<file path="config.mk">
export PLATFORM = sky130hd
export DESIGN_NAME = sonar_mmio
export DESIGN_NICKNAME = d
export VERILOG_FILES = /design/src/rtl/sonar_mmio.sv
export SDC_FILE = /design/constraint.sdc
export NUM_CORES = 1
export LEC_CHECK = 0
export ABC_AREA = 1
export ABC_CLOCK_PERIOD_IN_PS = 3550
export CAP_MARGIN = 20
export CORE_UTILIZATION = 62
export DETAILED_ROUTE_END_ITERATION = 8
export PLACE_DENSITY = 0.93
export SLEW_MARGIN = 20
export SYNTH_ARGS = -nofsm -noshare
export SYNTH_HDL_FRONTEND = slang
export SYNTH_SLANG_ARGS = --single-unit
</file>
<file path="constraint.sdc">
create_clock -name clock -period 3.55 [get_ports clock]
set_input_delay 0.71 -clock clock [delete_from_list [all_inputs] [get_ports clock]]
set_output_delay 0.71 -clock clock [all_outputs]
set_load 0.02 [all_outputs]
</file>
<file path="src/rtl/sonar_mmio.sv">
// Memory-mapped ultrasonic range controller: fires a trigger pulse, times the
// echo high width and exposes CTRL/STATUS/RESULT/COUNT on the data bus.
//
// state       | meaning
// ------------+--------------------------------------------------------
// S_IDLE      | waiting for a CTRL start write
// S_TRIG      | trig held high, trigger down-counter running
// S_WAIT_RISE | trig low, waiting for echo rise, timeout counter running
// S_MEASURE   | echo high, width and timeout counters running
module sonar_mmio #(
  parameter logic [11:0] BASE_ADDR      = 12'hF00,
  parameter int unsigned TRIG_CYCLES    = 1000,
  parameter int unsigned TIMEOUT_CYCLES = 3_000_000
) (
  input  logic        clock,
  input  logic        reset,
  input  logic        wren,
  input  logic [11:0] address_dmem,
  input  logic [31:0] data,
  output logic [31:0] q_sonar,
  output logic        sel,
  input  logic        echo,
  output logic        trig
);

  typedef enum logic [1:0] {S_IDLE, S_TRIG, S_WAIT_RISE, S_MEASURE} state_t;

  localparam logic [15:0] TRIG_LOAD  = 16'(TRIG_CYCLES - 1);
  localparam logic [23:0] TIMEOUT_TC = 24'(TIMEOUT_CYCLES);

  state_t      state_q, state_d;
  logic        trig_q, trig_d;
  logic        echo_s1_q, echo_s1_d;
  logic        echo_s2_q, echo_s2_d;
  logic        echo_prev_q, echo_prev_d;
  logic [15:0] trig_cnt_q, trig_cnt_d;
  logic [23:0] timeout_cnt_q, timeout_cnt_d;
  logic [23:0] width_q, width_d;
  logic [23:0] result_q, result_d;
  logic [31:0] count_q, count_d;
  logic        valid_q, valid_d;
  logic        timeout_q, timeout_d;
  logic [31:0] rd_data_q, rd_data_d;
  logic        sel_q, sel_d;

  logic [11:0] offset;
  logic        hit;
  logic        start;
  logic        busy;
  logic        echo_rise;
  logic        echo_fall;
  logic        data_unused;

  assign data_unused = ^data[31:1];

  always_comb begin
    state_d       = state_q;
    trig_d        = trig_q;
    echo_s1_d     = echo;
    echo_s2_d     = echo_s1_q;
    echo_prev_d   = echo_s2_q;
    trig_cnt_d    = trig_cnt_q;
    timeout_cnt_d = timeout_cnt_q;
    width_d       = width_q;
    result_d      = result_q;
    count_d       = count_q;
    valid_d       = valid_q;
    timeout_d     = timeout_q;
    rd_data_d     = '0;
    sel_d         = 1'b0;

    offset    = address_dmem - BASE_ADDR;
    hit       = (offset < 12'd4);
    busy      = (state_q != S_IDLE);
    start     = wren && hit && (offset[1:0] == 2'd0) && data[0];
    echo_rise = echo_s2_q & ~echo_prev_q;
    echo_fall = ~echo_s2_q & echo_prev_q;

    case (state_q)
      S_IDLE: begin
        if (start) begin
          state_d    = S_TRIG;
          trig_d     = 1'b1;
          trig_cnt_d = TRIG_LOAD;
          valid_d    = 1'b0;
          timeout_d  = 1'b0;
        end
      end
      S_TRIG: begin
        if (trig_cnt_q == 16'd0) begin
          state_d       = S_WAIT_RISE;
          trig_d        = 1'b0;
          timeout_cnt_d = '0;
        end else begin
          trig_cnt_d = trig_cnt_q - 16'd1;
        end
      end
      S_WAIT_RISE: begin
        timeout_cnt_d = timeout_cnt_q + 24'd1;
        if (timeout_cnt_d == TIMEOUT_TC) begin
          state_d   = S_IDLE;
          timeout_d = 1'b1;
          result_d  = 24'hFFFFFF;
        end else if (echo_rise) begin
          state_d = S_MEASURE;
          width_d = '0;
        end
      end
      S_MEASURE: begin
        timeout_cnt_d = timeout_cnt_q + 24'd1;
        width_d       = width_q + 24'd1;
        // A fall on the timeout cycle still yields a valid result.
        if (echo_fall) begin
          state_d  = S_IDLE;
          result_d = width_q;
          valid_d  = 1'b1;
          count_d  = count_q + 32'd1;
        end else if (timeout_cnt_d == TIMEOUT_TC) begin
          state_d   = S_IDLE;
          timeout_d = 1'b1;
          result_d  = 24'hFFFFFF;
        end
      end
      default: state_d = S_IDLE;
    endcase

    if (hit) begin
      sel_d = 1'b1;
      case (offset[1:0])
        2'd1:    rd_data_d = {29'b0, timeout_q, valid_q, busy};
        2'd2:    rd_data_d = {8'b0, result_q};
        2'd3:    rd_data_d = count_q;
        default: rd_data_d = '0;
      endcase
    end
  end

  always_ff @(posedge clock) begin
    if (reset) begin
      state_q       <= S_IDLE;
      trig_q        <= 1'b0;
      echo_s1_q     <= 1'b0;
      echo_s2_q     <= 1'b0;
      echo_prev_q   <= 1'b0;
      trig_cnt_q    <= '0;
      timeout_cnt_q <= '0;
      width_q       <= '0;
      result_q      <= '0;
      count_q       <= '0;
      valid_q       <= 1'b0;
      timeout_q     <= 1'b0;
      rd_data_q     <= '0;
      sel_q         <= 1'b0;
    end else begin
      state_q       <= state_d;
      trig_q        <= trig_d;
      echo_s1_q     <= echo_s1_d;
      echo_s2_q     <= echo_s2_d;
      echo_prev_q   <= echo_prev_d;
      trig_cnt_q    <= trig_cnt_d;
      timeout_cnt_q <= timeout_cnt_d;
      width_q       <= width_d;
      result_q      <= result_d;
      count_q       <= count_d;
      valid_q       <= valid_d;
      timeout_q     <= timeout_d;
      rd_data_q     <= rd_data_d;
      sel_q         <= sel_d;
    end
  end

  assign q_sonar = rd_data_q;
  assign sel     = sel_q;
  assign trig    = trig_q;

endmodule
</file>
======== Word-level counts from Yosys, hierarchy flattened ========
Index checks and enable logic that the tools add are counted.
storage, ports and cells
  output and inout bits ................... 34
  logic and storage cells ................. 92
  input port bits ......................... 48
  register bits after elaboration ......... 161
operators by class
  reductions and logical operators ........ 22
  magnitude comparators ................... 1
  multiplexer cells ....................... 29
  bitwise operators ....................... 5
  eq/ne operators ......................... 16
  add/sub/neg operators ................... 5
operators by type and width
  kind                    count
  $pmux 24 s2             3
  $mux 24                 5
  $pmux 32 s3             1
  $add 24x1->24 const B   2
  $add 32x1->32 const B   1
  $mux 16                 2
  $pmux 16 s2             1
  $eq 24x22->1 const B    1
  $logic_not 16->1        1
  $sub 16x1->16 const B   1
  $reduce_and 3->1        5
  $ne 2x2->1 const B      7
  $lt 12x3->1 const B     1
  $mux 2                  6
  $sub 12x12->12 const B  1
  $reduce_bool 2->1       5
  $eq 2x2->1 const B      4
  $pmux 2 s4              1
  $mux 1                  7
  $ne 3x3->1 const B      2
  $eq 2x1->1 const B      2
  $logic_not 2->1         2
  $pmux 1 s2              2
  $reduce_and 2->1        2
  other kinds (7)         13

======== Logic depth before layout (Yosys ltp) ========
Gate-level depths: netlist (run 1).
  depth in word-level cells ............... 7
  mapped depth ............................ 18
  depth with buffers taken out ............ 17

======== Least setup slack after synthesis (run 1) ========
No wires, ideal clock.
  path type ............................... input port to flip-flop
  from .................................... in address_dmem[4]
  to ...................................... reg trig_cnt_q[9]
  path buffers ............................ 1
  arrival time ............................ 2051 ps
  data required time ...................... 3476 ps
  setup slack ............................. 1426 ps
  stages .................................. 6
  library setup time ...................... 74 ps
  path through ............................ nor4_1 nand4_1 nand2_1 clkbuf_1 o21ai_0 a21oi_1
on the way
  cells in the longest elaborated chain, start to end .. 7
RTL lines
  what                             RTL line  text
  from (decl)                      18        input logic [11:0] address_dmem,
  $sub 12x12->12                   72        offset = address_dmem - BASE_ADDR;
  $lt 12x3->1                      73        hit = (offset < 12'd4);
  $logic_and 1x1->1 (3 in series)  75        start = wren && hit && (offset[1:0] == 2'd0) && data[0];
  $ne 2x2->1 (no line)             n/a
  $reduce_and 3->1 (no line)       n/a
  to (signal assigned)             160       trig_cnt_q <= trig_cnt_d;
  to (decl)                        36        logic [15:0] trig_cnt_q, trig_cnt_d;
No other way between the ends.
A chain may end at the register's enable or synchronous reset.

======== Worst setup path in the final report (run 1) ========
  from .................................... reg state_q[0]
  to ...................................... reg count_q[28]
on the way
  cells in the longest elaborated chain, start to end .. 2
RTL lines
  what                        RTL line  text
  from (decl)                 31        state_t state_q, state_d;
  from (signal assigned)      155       state_q <= state_d;
  $eq 2x2->1                  79        case (state_q)
  $reduce_and 2->1 (no line)  n/a
  to (signal assigned)        164       count_q <= count_d;
  to (decl)                   40        logic [31:0] count_q, count_d;
No other way between the ends.

==> results.md, run 1 <==
* Area Overhead vs Synth at 14.4%
* Post_cts resized at 0
* Slew @ Worst Pin at between 0.7 and 0.8 ns
* CP max FO at 24
* Hold Path Class: flip-flop to flip-flop
* Fillers at 975
* Starting density of the core at 0.636
* Post-Layout Cell Count at 1494
* Post-Syn Nets at 1323
* # nets final at 1358
* Capture point of the worst reg-to-reg path: count_q[28]
* R2r setup slk at 0.62 ns
* Critical path type: flip-flop to flip-flop
* Total CTS buffers at 17
* Switching pwr at 0.00137 W
* Syn Inst Count at between 1000 and 1500
* Synth area leaders: dfxtp_1, nand2_1, a21oi_1, nand3_1, nor2_1
* First-pass GRT wire length at 36700 µm
* Final WL at 21400 µm
* Vias/cell at 5.74
* Clk pin slew, worst setup/hold paths at 0.06 ns
* Crit path from: state_q[0]
* Slew margin rel. at 0.472
* Die height at 119 µm
* Post-synth top cells: nand2_1, dfxtp_1, nor2_1
* Initial antenna violation count at 0
* Internal power at 0.00324 W
* Dpl hpwl at 14400 µm
* Critical Path AT at 3.26 ns
* DP Cell Count at 1462
* ANT nets after route at 0
* Syn_area_per_cell at roughly 6.7 µm²
* Clk_skew at 0.0101 ns
* Number of global-route vias before repair at a little under 8000
* DRC at 0
* Row cnt at 42
* Antenna Cells at 0
* GP Congestion at between 0.9 and 1
* Crit Reg-Reg Startpoint: state_q[0]
* Synth async-reset ratio at 0
* Clk pwr share at 0.429
* Sequential share of power at 0.406
* Die Span X at 119 µm
* Crit share post-route at 0.826
* Req. time, crit path at 3.88 ns
* Unique masters post-synth at 42
* Seq cells post-synth at 161
* CP endpoint: count_q[28]
* H-tree levels at 4
* Post-synth top area cell: dfxtp_1
* Tmin final at 2.93 ns
* CTS Buffer Depth at 2
* Most common cell in the netlist: nand2_1
* Cts-stage hold buffer count at 0
* Final TNS setup at 0 ns
* GRT Total Usage at 0.320
* Final hold vios at 0
* Yosys top cell area share at 0.381
* Routed wire per std cell at 14.4 µm
* Crit. End Element: flip-flop
* Die ar. at 14100 µm²
* Number of max-cap violations at 0
* Final slew viol count at 0
* Worst VDD drop at 0.376 mV
* Core area at between 10000 and 15000 µm²
* Setup-failing EPs final at 0
* Via Count at 8578
* Unrepaired setup endpoints after global routing: false
* IO Count at 82
* Postcts setup bufs at 0
* Clock Sinks at 161
* Ys Warns at 0
* Mapped Area at 8460 µm²
* Status: complete, no violations
* Highest clock rate at 0.341 GHz
* Sequential fraction of the synthesis area at 0.381
* Share of cells above drive strength 1 at 0.0986
* Largest net degree at the start of global routing at 61
* Worst-Skew Late Latency at 0.44 ns
* Worst hold slack at about 0.42 ns
* Leading register cell type out of synthesis: dfxtp_1
* Logic pwr share at 0.165
* Startpoint types: flip-flop
* Reg2Reg Depth at 13
* CTS tree: done
* CTS root buf: clkbuf_16
* Final core occ at 0.728
* Leakage at 3.55 nW
* DRT iter0 DRCs at 1007
* Post-synth EDFFs at 0
* Port Buffer Count at 50
* Total gr overflow at 0
* Switching share of power at 0.297
* Pwr dens at 477 nW/µm²
* DRT Pass-1 Iters at 6
[metal layers]
| metal | part of all wire | track usage | vias to the layer above | wire length, µm |
|---|---|---|---|---|
| li1 | - | - | 4208 | - |
| met1 | 0.42 | 0.419 | 3859 | 9080 |
| met2 | 0.47 | 0.522 | 442 | 10100 |
| met3 | 0.077 | 0.0594 | 69 | 1660 |
| met4 | 0.026 | 0.118 | 0 | 565 |
| met5 | 0 | 0 | - | 0 |
[worst min-delay path by stage]
stage | end | slack, ns | startpoint | cells after the start
after floorplan | echo_prev_d | 0.39 | echo_s1_q | 2
after global routing | echo_prev_d | 0.44 | echo_s1_q | 2
final | echo_prev_d | 0.42 | echo_s1_q | 2
after CTS | echo_prev_d | 0.43 | echo_s1_q | 2
after global placement | echo_prev_d | 0.39 | echo_s1_q | 2
after detailed placement | echo_prev_d | 0.42 | echo_s1_q | 2
[power groups by stage]
stage	sequential, W	clock (W)	combinational [W]
floorplan	0.00191	0	0.000593
global placement	0.00191	0	0.000734
detailed placement	0.00191	0	0.000745
CTS	0.00187	0.00198	0.000748
global route	0.00187	0.00207	0.000849
finish	0.00187	0.00198	0.000763
[state kept, by name, summed over array words and instances (netlist names), 2 cells and up]
signal         cells
width_q           24
timeout_cnt_q     24
result_q          24
count_q           32
state_q            2
q_sonar           32
trig_cnt_q        16
[worst max-delay path: stages, from the launching register on]
cell      delay (ns)
dfxtp_1         0.47
nand2_2         0.12
inv_2           0.34
nand2_1         0.38
nor2_1          0.28
nand2_1         0.13
nor2_1          0.16
nand3_1         0.17
nor3_2          0.22
nand3_1         0.18
clkinv_1        0.10
nand2_1         0.07
o21ai_1         0.14
a21oi_1         0.05
[layout make-up]
type	instances	area [µm²]	share of cell area
Clock inverter	15	206	0.0213
Inverter	120	450	0.0466
Multi-Input combinational cell	944	4570	0.472
Tap cell	176	220	0.0228
Clock buffer	17	425	0.0440
Timing Repair Buffer	61	581	0.0600
Sequential cell	161	3220	0.333
[cells by family (layout without fill, tap and decap cells)]
kind of cell,count (synthesis),in the layout,share of synthesized area
buffers and inverters,165,213,0.0789
DFF,161,161,0.381
adders and majority gates,5,5,0.00740
AOI/OAI and AO/OA,176,176,0.120
xor gates and xnor gates,19,19,0.0197
and+or+nand+nor,744,744,0.393
[stage by stage]
step	worst slack (ns)	total power, W	cell area (µm²)
after global placement	0.716	0.00264	9040
after detailed placement	0.677	0.00266	9040
final	0.616	0.00461	9670
after CTS	0.683	0.00460	9670
after global routing	0.361	0.00479	9670
after floorplan	1.43	0.00250	8460
[layout by cell type (no fill, tap or decap), types with 5 or more instances in the layout]
master           instances
xnor2_1                  6
buf_4                   12
a21oi_1                110
clkbuf_16               17
a21oi_2                 19
clkdlybuf4s50_1         49
nor2_1                 127
nor3_1                  32
nor2_2                   9
inv_1                  113
nand2_1                374
ha_1                     5
o21ai_0                 28
nand4_1                 30
or2_2                    9
xor2_1                  13
nand2_2                 25
nor4_1                  19
nor2_4                   5
dfxtp_1                161
nand3_1                 96
(Power assumes the default switching activity.)
==> run 2, diff against run 1 <==
--- a/config.mk
+++ b/config.mk
@@ -6,11 +6,11 @@
 export NUM_CORES = 1
 export LEC_CHECK = 0
 export ABC_AREA = 1
-export ABC_CLOCK_PERIOD_IN_PS = 3550
+export ABC_CLOCK_PERIOD_IN_PS = 2430
 export CAP_MARGIN = 20
-export CORE_UTILIZATION = 62
+export CORE_UTILIZATION = 52
 export DETAILED_ROUTE_END_ITERATION = 8
-export PLACE_DENSITY = 0.93
+export PLACE_DENSITY = 0.84
 export SLEW_MARGIN = 20
 export SYNTH_ARGS = -nofsm -noshare
 export SYNTH_HDL_FRONTEND = slang
==> constraint.sdc (replaced) <==
create_clock -name clock -period 2.43 [get_ports clock]
set_input_delay 0.486 -clock clock [delete_from_list [all_inputs] [get_ports clock]]
set_output_delay 0.486 -clock clock [all_outputs]
set_load 0.02 [all_outputs]
==> run 2 against run 1 <==
- the run now ends with negative setup slack left
- clock skew is 0.0027 ns lower
- sequential power is 46% higher
- combinational power is 74% higher
- final cell count is 4.8% higher
- die area is 19% higher
- largest cell class unchanged
- clock power is 37% higher
- wire length is 2.2% higher
- critical endpoint is now width_q[19]
- sequential cell count stayed put
- core utilization is 9.1 points lower
==> results.md, run 2 (synthesis results as in run 1) <==
* Worst hold slack at 0.402 ns (was 0.424 ns)
* Leakage at 3.79 nW (was 3.55 nW)
* Total gr overflow at 0 (unchanged)
* Clock Sinks at 161 (unchanged)
* Area Overhead vs Synth at 19.6% (was 14.4%)
* H-tree levels at 4 (unchanged)
* Initial antenna violation count at 0 (unchanged)
* DRT iter0 DRCs at 765 (was 1007)
* Worst-Skew Late Latency at 0.43 ns (was 0.44 ns)
* Status: finished with violations (was complete, no violations)
* Clk pwr share at 0.401 (was 0.429)
* R2r setup slk at -0.002 ns (was 0.62 ns)
* DRT Pass-1 Iters at 6 (unchanged)
* Crit. End Element: flip-flop (unchanged)
* Share of cells above drive strength 1 at 0.136 (was 0.0986)
* Tmin final at 2.43 ns (was 2.93 ns)
* Critical Path AT at 2.80 ns (was 3.26 ns)
* Setup-failing EPs final at 1 (was 0)
* Fillers at 1366 (was 975)
* GP Congestion at 0.914 (was 0.930)
* Number of global-route vias before repair at 7541 (was 7826)
* Failing checks: negative setup slack
* Post-Layout Cell Count at 1566 (was 1494)
* Critical path type: flip-flop to flip-flop (unchanged)
* Slew margin rel. at 0.523 (was 0.472)
* Port Buffer Count at 50 (unchanged)
* Routed wire per std cell at 14.0 µm (was 14.4 µm)
* Vias/cell at 5.45 (was 5.74)
* CTS tree: done (unchanged)
* Slew @ Worst Pin at 0.715 ns (was 0.791 ns)
* Largest net degree at the start of global routing at 97 (was 61)
* # nets final at 1390 (was 1358)
* Unrepaired setup endpoints after global routing: true (was false)
* Hold Path Class: flip-flop to flip-flop (unchanged)
* Pwr dens at 670 nW/µm² (was 477 nW/µm²)
* Final hold vios at 0 (unchanged)
* Logic pwr share at 0.197 (was 0.165)
* Switching share of power at 0.302 (was 0.297)
* Final WL at 21900 µm (was 21400 µm)
* Switching pwr at 0.00205 W (was 0.00137 W)
* Slowest Stage Delay on Critical Path at 0.36 ns (was 0.47 ns)
* DP Cell Count at 1522 (was 1462)
* Setup WS post-layout at -0.00193 ns (was 0.616 ns)
* Crit path cell chain: ha_4 > nand2_4 > nor2_8 > nand2_4 > nor2_4 > nand2_1 > nand2_2 > nand2_1 > nor2_2 > nand2_1 > nor2_2 > nand2_2 > o21bai_4 > clkbuf_16 > nand2_2 > a21oi_2 (was nand2_2 > inv_2 > nand2_1 > nor2_1 > nand2_1 > nor2_1 > nand3_1 > nor3_2 > nand3_1 > clkinv_1 > nand2_1 > o21ai_1 > a21oi_1)
* DRC at 0 (unchanged)
* Max stage delay cell, worst path: dfxtp_2 (was dfxtp_1)
* Final slew viol count at 0 (unchanged)
* ANT nets after route at 0 (unchanged)
* Most frequent cells in the layout: nand2_1, dfxtp_1, nor2_1, inv_1, a21oi_1 (unchanged)
* IO Count at 82 (unchanged)
* Die Span X at 130 µm (was 119 µm)
* Clk_skew at 0.00739 ns (was 0.0101 ns)
* Row cnt at 46 (was 42)
* Number of max-cap violations at 0 (unchanged)
* Sequential share of power at 0.403 (was 0.406)
* GRT Total Usage at 0.261 (was 0.320)
* CTS Buffer Depth at 2 (unchanged)
* Req. time, crit path at 2.80 ns (was 3.88 ns)
* Core area at 15900 µm² (was 13300 µm²)
* CTS root buf: clkbuf_16 (unchanged)
* CP max FO at 12 (was 24)
* Total CTS buffers at 17 (unchanged)
* Dpl hpwl at 14800 µm (was 14400 µm)
* Post-placement setup slack at 0.0374 ns (was 0.677 ns)
* Commonest non-fill, non-tap cell in the layout: nand2_1 (unchanged)
* Die ar. at 16800 µm² (was 14100 µm²)
* Via Count at 8537 (was 8578)
* Worst VDD drop at 0.535 mV (was 0.376 mV)
* Startpoint types: flip-flop (unchanged)
* Clk pin slew, worst setup/hold paths at 0.07 ns (was 0.06 ns)
* Die height at 130 µm (was 119 µm)
* Antenna Cells at 0 (unchanged)
* Crit share post-route at 1.00 (was 0.826)
* Internal power at 0.00473 W (was 0.00324 W)
* Starting density of the core at 0.532 (was 0.636)
* Highest clock rate at 0.411 GHz (was 0.341 GHz)
* First-pass GRT wire length at 35400 µm (was 36700 µm)
==> run 2: changes by cell type in the layout (fill, tap and decap cells not counted), sizes merged <==
cell      change
buf          +30
clkbuf        +6
bufinv        -2
clkinv        -2
clkinvlp      +2
inv           -2
==> run 2: metal layers <==
layer / share of wire / GRT usage / vias to the layer above
met2: 0.48 / 0.432 / 295
met4: 0.015 / 0.0876 / 0
li1: - / - / 4269
met3: 0.063 / 0.0450 / 42
met5: 0 / 0 / -
met1: 0.44 / 0.345 / 3931
==> run 2: layout make-up <==
class	instances	area (µm²)	area share
Multi-Input combinational cell	944	4650	0.460
Sequential cell	161	3230	0.320
Timing Repair Buffer	93	913	0.0903
Clock buffer	21	460	0.0455
Inverter	120	450	0.0445
Tap cell	216	270	0.0267
Clock inverter	11	130	0.0129
==> run 2: through the flow <==
step	setup TNS (ns)	instance area, µm²	power [W]	util
after floorplan	0	8460	0.00365	-
after global routing	-1.88	10100	0.00702	0.637
final	-0.00193	10100	0.00677	0.637
after CTS	0	9880	0.00663	0.622
after detailed placement	0	9290	0.00395	0.585
after global placement	0	9290	0.00394	0.585
==> run 2: power by group through the flow <==
stage	clock network, W	logic [W]	registers, W
2_1_floorplan	0	0.000866	0.00278
3_3_place_gp	0	0.00116	0.00278
3_5_place_dp	0	0.00117	0.00278
4_1_cts	0.00273	0.00118	0.00272
5_1_grt	0.00284	0.00145	0.00273
6_report	0.00271	0.00133	0.00273
==> run 2: worst max-delay path: cells and delay by family (launching register included) <==
family	cells	cell delay, ns
fa+ha+maj	1	0.17
compound gates	2	0.38
flops	1	0.36
buf+inv	1	0.24
simple gates	12	1.22
==> run 2: path summary, 6_finish.rpt <==
check | start | end | depth (start not counted)
setup / recovery | timeout_cnt_q[0] | width_q[19] | 16
hold / removal | echo_s1_q | echo_prev_d | 2
setup reg to reg | timeout_cnt_q[0] | width_q[19] | 16
hold reg to reg | echo_s1_q | echo_prev_d | 2
==> run 2: timing repair <==
action	4_1_cts	5_1_grt
gates resized for setup	0	31
hold buffers	0	0
buffers inserted	0	10
endpoints found under the setup margin	0	55
